`src/rtl/dmem_arbiter_if.sv`:
```
// ---------------------------------------------------------------------------
// dmem_arbiter_if
// Bundle of every signal around the two-port data-memory arbiter.
//   Port 0 (CPU) and port 1 (aux/debug):
//     req, we, addr, wdata   requester -> arbiter, held stable until gnt
//     gnt, ack, err, rdata   arbiter -> requester, gnt/ack are 1-cycle pulses
//   Memory side:
//     mem_we, mem_addr, mem_wdata   arbiter -> dmem
//     mem_rdata                     dmem -> arbiter (combinational read)
// Modports: master = requesters, slave = arbiter, mem = data memory.
// ---------------------------------------------------------------------------
interface dmem_arbiter_if #(
    parameter int n = 32
) ();
    logic         req0,   req1;
    logic         we0,    we1;
    logic [n-1:0] addr0,  addr1;
    logic [n-1:0] wdata0, wdata1;
    logic         gnt0,   gnt1;
    logic         ack0,   ack1;
    logic         err0,   err1;
    logic [n-1:0] rdata0, rdata1;

    logic         mem_we;
    logic [n-1:0] mem_addr;
    logic [n-1:0] mem_wdata;
    logic [n-1:0] mem_rdata;

    modport master (
        output req0, req1, we0, we1, addr0, addr1, wdata0, wdata1,
        input  gnt0, gnt1, ack0, ack1, err0, err1, rdata0, rdata1
    );

    modport slave (
        input  req0, req1, we0, we1, addr0, addr1, wdata0, wdata1,
        output gnt0, gnt1, ack0, ack1, err0, err1, rdata0, rdata1,
        output mem_we, mem_addr, mem_wdata,
        input  mem_rdata
    );

    modport mem (
        input  mem_we, mem_addr, mem_wdata,
        output mem_rdata
    );
endinterface

```
`src/rtl/dmem_arbiter.sv`:
```
// ---------------------------------------------------------------------------
// dmem_arbiter
// Shares one single-ported data memory between two requesters (port 0 = CPU,
// port 1 = aux/debug). Each transaction takes IDLE -> ACCESS -> DONE:
//   IDLE   : sample req0/req1, latch the winner's command
//   ACCESS : gnt pulse to the owner, memory driven (write happens here)
//   DONE   : ack pulse to the owner, err flags an out-of-range address
// Contention is resolved round-robin against the last granted port.
// Ports:
//   clk  rising-edge clock shared with dmem
//   rst  asynchronous active-high reset
//   bus  dmem_arbiter_if.slave (requester handshakes + dmem bus)
// Parameters:
//   n  data/address width
//   r  implemented address bits; addr[n-1:r] must be zero
// ---------------------------------------------------------------------------
module dmem_arbiter #(
    parameter int n = 32,
    parameter int r = 7
) (
    input  logic           clk,
    input  logic           rst,
    dmem_arbiter_if.slave  bus
);

    localparam int NUM_PORTS = 2;

    typedef enum logic [1:0] {IDLE, ACCESS, DONE} state_t;

    state_t state, state_nxt;

    // Packed per-port views of the scalar interface signals.
    logic [NUM_PORTS-1:0]        req;
    logic [NUM_PORTS-1:0]        we_in;
    logic [NUM_PORTS-1:0][n-1:0] addr_in;
    logic [NUM_PORTS-1:0][n-1:0] wdata_in;
    logic [NUM_PORTS-1:0]        gnt;
    logic [NUM_PORTS-1:0]        ack;
    logic [NUM_PORTS-1:0]        err;
    logic [NUM_PORTS-1:0][n-1:0] rdata_q;

    assign req      = {bus.req1,   bus.req0};
    assign we_in    = {bus.we1,    bus.we0};
    assign addr_in  = {bus.addr1,  bus.addr0};
    assign wdata_in = {bus.wdata1, bus.wdata0};

    assign bus.gnt0   = gnt[0];
    assign bus.gnt1   = gnt[1];
    assign bus.ack0   = ack[0];
    assign bus.ack1   = ack[1];
    assign bus.err0   = err[0];
    assign bus.err1   = err[1];
    assign bus.rdata0 = rdata_q[0];
    assign bus.rdata1 = rdata_q[1];

    // Latched transaction.
    logic         owner;
    logic         last_owner;
    logic         we_l;
    logic [n-1:0] addr_l;
    logic [n-1:0] wdata_l;
    logic         oor_l;      // latched address was out of range

    // Arbitration: a lone request wins; on contention the port that was not
    // served last wins.
    logic         winner;
    logic [n-1:0] win_addr;
    logic         win_oor;
    logic         load;

    always_comb begin
        if (req == 2'b11)
            winner = ~last_owner;
        else
            winner = req[1];
    end

    assign win_addr = addr_in[winner];
    // Upper bits beyond the implemented range must be zero.
    assign win_oor  = (win_addr >> r) != '0;

    // Next state and outputs. Everything decodes from the registered state,
    // so an asynchronous reset drops gnt/ack/err/mem_we in the same cycle.
    always_comb begin
        state_nxt     = state;
        load          = 1'b0;
        gnt           = '0;
        ack           = '0;
        err           = '0;
        bus.mem_we    = 1'b0;
        bus.mem_addr  = '0;
        bus.mem_wdata = '0;
        case (state)
            IDLE: begin
                if (|req) begin
                    load      = 1'b1;
                    state_nxt = ACCESS;
                end
            end
            ACCESS: begin
                gnt[owner]    = 1'b1;
                bus.mem_we    = we_l & ~oor_l;
                bus.mem_addr  = addr_l;
                bus.mem_wdata = wdata_l;
                state_nxt     = DONE;
            end
            DONE: begin
                ack[owner] = 1'b1;
                err[owner] = oor_l;
                state_nxt  = IDLE;
            end
            default: state_nxt = IDLE;
        endcase
    end

    always_ff @(posedge clk or posedge rst) begin
        if (rst) begin
            state      <= IDLE;
            owner      <= 1'b0;
            last_owner <= 1'b1;   // port 0 wins the first contention
            we_l       <= 1'b0;
            addr_l     <= '0;
            wdata_l    <= '0;
            oor_l      <= 1'b0;
        end else begin
            state <= state_nxt;
            if (load) begin
                owner      <= winner;
                last_owner <= winner;
                we_l       <= we_in[winner];
                addr_l     <= win_addr;
                wdata_l    <= wdata_in[winner];
                oor_l      <= win_oor;
            end
        end
    end

    // Per-port read-data registers. Captured at the ACCESS->DONE edge for
    // reads; any out-of-range transaction returns zero instead of memory
    // data. Otherwise the register holds until that port's next read.
    for (genvar p = 0; p < NUM_PORTS; p++) begin : g_rdata
        logic cap;
        assign cap = (state == ACCESS) && (owner == 1'(p)) && (!we_l || oor_l);

        always_ff @(posedge clk or posedge rst) begin
            if (rst)
                rdata_q[p] <= '0;
            else if (cap)
                rdata_q[p] <= oor_l ? '0 : bus.mem_rdata;
        end
    end

endmodule

```
`src/flat_wrapper.sv`:
```
// flat-port wrapper written by rule: the top's interface ports become plain ports
module dmem_arbiter_flat 
#(
    parameter int n = 32,
    parameter int r = 7
)
  (clk, rst, bus_req0, bus_req1, bus_we0, bus_we1, bus_addr0, bus_addr1, bus_wdata0, bus_wdata1, bus_gnt0, bus_gnt1, bus_ack0, bus_ack1, bus_err0, bus_err1, bus_rdata0, bus_rdata1, bus_mem_we, bus_mem_addr, bus_mem_wdata, bus_mem_rdata);
  dmem_arbiter_if #(.n(n)) bus_i ();
  input  logic clk;
  input  logic rst;
  input wire logic [$bits(bus_i.req0)-1:0] bus_req0;
  input wire logic [$bits(bus_i.req1)-1:0] bus_req1;
  input wire logic [$bits(bus_i.we0)-1:0] bus_we0;
  input wire logic [$bits(bus_i.we1)-1:0] bus_we1;
  input wire logic [$bits(bus_i.addr0)-1:0] bus_addr0;
  input wire logic [$bits(bus_i.addr1)-1:0] bus_addr1;
  input wire logic [$bits(bus_i.wdata0)-1:0] bus_wdata0;
  input wire logic [$bits(bus_i.wdata1)-1:0] bus_wdata1;
  output wire logic [$bits(bus_i.gnt0)-1:0] bus_gnt0;
  output wire logic [$bits(bus_i.gnt1)-1:0] bus_gnt1;
  output wire logic [$bits(bus_i.ack0)-1:0] bus_ack0;
  output wire logic [$bits(bus_i.ack1)-1:0] bus_ack1;
  output wire logic [$bits(bus_i.err0)-1:0] bus_err0;
  output wire logic [$bits(bus_i.err1)-1:0] bus_err1;
  output wire logic [$bits(bus_i.rdata0)-1:0] bus_rdata0;
  output wire logic [$bits(bus_i.rdata1)-1:0] bus_rdata1;
  output wire logic [$bits(bus_i.mem_we)-1:0] bus_mem_we;
  output wire logic [$bits(bus_i.mem_addr)-1:0] bus_mem_addr;
  output wire logic [$bits(bus_i.mem_wdata)-1:0] bus_mem_wdata;
  input wire logic [$bits(bus_i.mem_rdata)-1:0] bus_mem_rdata;
  assign bus_i.req0 = bus_req0;
  assign bus_i.req1 = bus_req1;
  assign bus_i.we0 = bus_we0;
  assign bus_i.we1 = bus_we1;
  assign bus_i.addr0 = bus_addr0;
  assign bus_i.addr1 = bus_addr1;
  assign bus_i.wdata0 = bus_wdata0;
  assign bus_i.wdata1 = bus_wdata1;
  assign bus_gnt0 = bus_i.gnt0;
  assign bus_gnt1 = bus_i.gnt1;
  assign bus_ack0 = bus_i.ack0;
  assign bus_ack1 = bus_i.ack1;
  assign bus_err0 = bus_i.err0;
  assign bus_err1 = bus_i.err1;
  assign bus_rdata0 = bus_i.rdata0;
  assign bus_rdata1 = bus_i.rdata1;
  assign bus_mem_we = bus_i.mem_we;
  assign bus_mem_addr = bus_i.mem_addr;
  assign bus_mem_wdata = bus_i.mem_wdata;
  assign bus_i.mem_rdata = bus_mem_rdata;
  dmem_arbiter #(.n(n), .r(r)) u_core (.clk(clk), .rst(rst), .bus(bus_i));
endmodule
```
`config.mk`:
```
export PLATFORM = sky130hd
export DESIGN_NAME = dmem_arbiter_flat
export DESIGN_NICKNAME = d
export VERILOG_FILES = /design/src/rtl/dmem_arbiter_if.sv /design/src/rtl/dmem_arbiter.sv /design/src/flat_wrapper.sv
export SDC_FILE = /design/constraint.sdc
export NUM_CORES = 1
export LEC_CHECK = 0
export ABC_AREA = 1
export CAP_MARGIN = 20
export CORE_MARGIN = 2
export CORE_UTILIZATION = 46
export CTS_BUF_LIST = sky130_fd_sc_hd__clkbuf_4 sky130_fd_sc_hd__clkbuf_8
export DETAILED_ROUTE_END_ITERATION = 8
export GPL_ROUTABILITY_DRIVEN = 0
export GPL_TIMING_DRIVEN = 0
export HOLD_SLACK_MARGIN = 0.15
export PLACE_DENSITY = 0.9
export SLEW_MARGIN = 40
export SYNTH_ARGS = -nofsm -noshare
export SYNTH_HDL_FRONTEND = slang
export SYNTH_SLANG_ARGS = --single-unit
export TNS_END_PERCENT = 10
```
`constraint.sdc`:
```
create_clock -name clk -period 13.2 [get_ports clk]
set_clock_uncertainty 0.15 [all_clocks]
set_input_delay 2.64 -clock clk [delete_from_list [all_inputs] [get_ports clk]]
set_output_delay 2.64 -clock clk [all_outputs]
set_load 0.005 [all_outputs]
```
==> metrics <==
CP max FO=10; relative slew slack=61.2%; Pre-Repair DR Iteration Count=5; Initial Util=46.8%; Net Count, Synth=904; Setup crit start=u_core.state[0]$_DFFE_PP0P_; Critical Path AT=2.51 ns; global-route wire length before repair=32,500 um; Via density=slightly above 5; final setup margin=approximately 7.9 ns; DR DRC count=0; Period Utilization, post-route=40.1%; Post CTS Setup Buffer Count=0; Post-synth top flop=dfrtp_1; Reg area=3350 sq um; hpwl dp=about 16,000 um; Post-Place Setup Slack=8.42 ns; Peak VDD IR=a little under 100 uV; clk slew on worst S/H paths=~0.090 ns; CTS root buf=clkbuf_8; Clock Sinks=134; die height=between 100 and 150 um; Routed WL=21,100 um; critical-path cell list=inv_1, nor2_2, inv_2, buf_2, buf_1, nor2_1, clkdlybuf4s50_1; multi-input logic area=2430 sq um; critical path's top delay family=buffers and inverters; count of input and output buffers=300; post-synthesis cell count=between 700 and 800; CP endpoint kind=output pin; HP Class=reg2reg; Tot GR Track Use=28.5%; largest net degree at the start of global routing=50; P_leak=about 0.0048 uW; TritonCTS clock tree=done; total CTS buffers=17; clock buffer depth=2; Post-synth EDFFs=0; Worst-Skew Late Latency=0.45 ns; Setup Crit Path Kind=reg2out; Final nets=1,225; post-CTS sizing=0; Final ANT Viol Nets=0; Placement Rows=43; initial antenna violation count=0; global route overflow=0; Ant. Diodes=0; fraction of registers with async set/reset=100%; CP bufs+invs=5; layout cells sized above 1=12.4%; Distinct cells, synth=25; CP Launch Type=flip-flop; fill count=roughly 1,000; Critical Path Max Stage Delay=roughly 0.50 ns; status=complete, no violations; post-synthesis cell area=6470 sq um; setup TNS=0 ns; Synth warnings=0; DR vias=roughly 6,300; worst r2r src=u_core.last_owner$_DFFE_PP1P_; RSZ-0062 raised after global routing=no; cts hold-fix bufs=0; Setup Viol. Count Final=0; Max Slew Vio Count=0; core area=13,800 sq um; drt first-iter violations=339; Die W=123 um; Tmin final=around 5.3 ns; slowest CP cell=clkdlybuf4s50_1; routed length per instance=16.9 um; launch point of the worst hold path=u_core.last_owner$_DFFE_PP1P_; vias in the first global route=6,305; count leader, synth=nor2_1; top-area cell type share of the netlist area=51.5%; Seq cells post-synth=134; H-tree levels=4; Yosys top cell by area=dfrtp_1; Synth Area per Inst=8.77 sq um; Worst-Margin Slew=0.582 ns; sequential fraction of the synthesis area=51.9%; # IOs=around 300; DIE AREA=approximately 15,000 sq um; f_max=about 0.19 GHz; most frequent cells after synthesis=nor2_1, dfrtp_1, inv_1; WP data required=10.41 ns; area delta synth->final=57.0%; largest cells by area after synthesis=dfrtp_1, mux2_2, nor2_1; max cap viols=0; Power Density=157 nW/um^2; final-report hold violation count=0
-- path summary, 6_finish.rpt --
| path | to | slack (ns) | cells past startpoint |
|---|---|---|---|
| max reg2reg | u_core.oor_l$_DFFE_PP0P_ | 11.14 | 10 |
| max | bus_mem_addr[28] | 7.90 | 7 |
| min | u_core.last_owner$_DFFE_PP1P_ | 0.34 | 2 |
| max in group asynchronous | u_core.last_owner$_DFFE_PP1P_ | 9.88 | 3 |
| min reg2reg | u_core.last_owner$_DFFE_PP1P_ | 0.34 | 2 |
| min in group asynchronous | u_core.wdata_l[25]$_DFFE_PP0P_ | 2.42 | 2 |
-- tightest hold or removal path, stage by stage (launching register included) --
cell and delay [ns]:
dfstp_2 0.39, nand2_1 0.06, nand2_1 0.04
-- cell type report --
type | count | share of cell area (%)
tap | 180 | 2.22
timing repair buffer | 302 | 30.1
sequential | 134 | 33.0
multi-input combinational | 443 | 23.9
clock buffer | 18 | 2.44
clock inverter | 14 | 1.48
inverter | 116 | 4.36
buffer | 45 | 2.49
-- through the flow --
step	cells	power (uW)	util (%)	hold WS [ns]	cell area, sq um
2_1_floorplan	738	928	-	0.303	6470
3_3_place_gp	1218	1230	70.1	0.317	9700
3_5_place_dp	1220	1250	70.6	0.326	9760
4_1_cts	1252	1600	73.5	0.343	10200
5_1_grt	1252	1700	73.5	0.355	10200
6_report	1252	1590	73.5	0.340	10200
-- sequential cells by signal, summed over array words and instances, names as in the netlist --
| signal | count |
|---|---|
| u_core.owner | 1 |
| u_core.wdata_l | 32 |
| u_core.oor_l | 1 |
| u_core.bus.rdata1 | 32 |
| u_core.bus.rdata0 | 32 |
| u_core.addr_l | 32 |
| u_core.we_l | 1 |
| u_core.state | 2 |
| u_core.last_owner | 1 |
-- cells by family after synthesis --
logic type	count (synthesis)	synth area share, %
AOI/OAI and AO/OA	112	9.48
buffers and inverters	161	10.6
DFF	134	51.9
muxes	64	11.1
and+or+nand+nor	267	16.9
-- layer usage --
metal  vias to the layer above  part of all wire (%)  track usage, %
met2                       285                    50            48.6
met3                        40                   8.7            8.74
li1                       2974                     -               -
met5                         -                     0               0
met1                      3016                    39            33.2
met4                         0                   2.7            12.4
-- report_power, final --
part           leakage, uW  internal (uW)  total (uW)  switching (uW)
Combinational      0.00286            319         692             373
Clock             0.000184            174         345             172
Sequential         0.00174            518         557            39.7
Total              0.00479           1010        1590             584
-- placed cells by master (no fill, tap or decap), types with 4 or more instances in the layout --
cell type,Yosys,layout
clkbuf_1,11,11
mux2_2,60,60
clkinvlp_4,0,6
clkbuf_8,0,18
clkdlybuf4s50_1,0,300
nand3b_1,6,6
inv_1,113,112
nor2_1,155,155
dfrtp_1,133,133
buf_2,16,16
o21ai_1,4,4
buf_1,7,7
buf_6,6,6
buf_4,5,5
nand2_1,82,82
mux2_1,4,4
o22ai_1,40,40
o21ai_0,67,67
nand3_1,14,14
No activity file was read; power rests on OpenSTA's default activity.
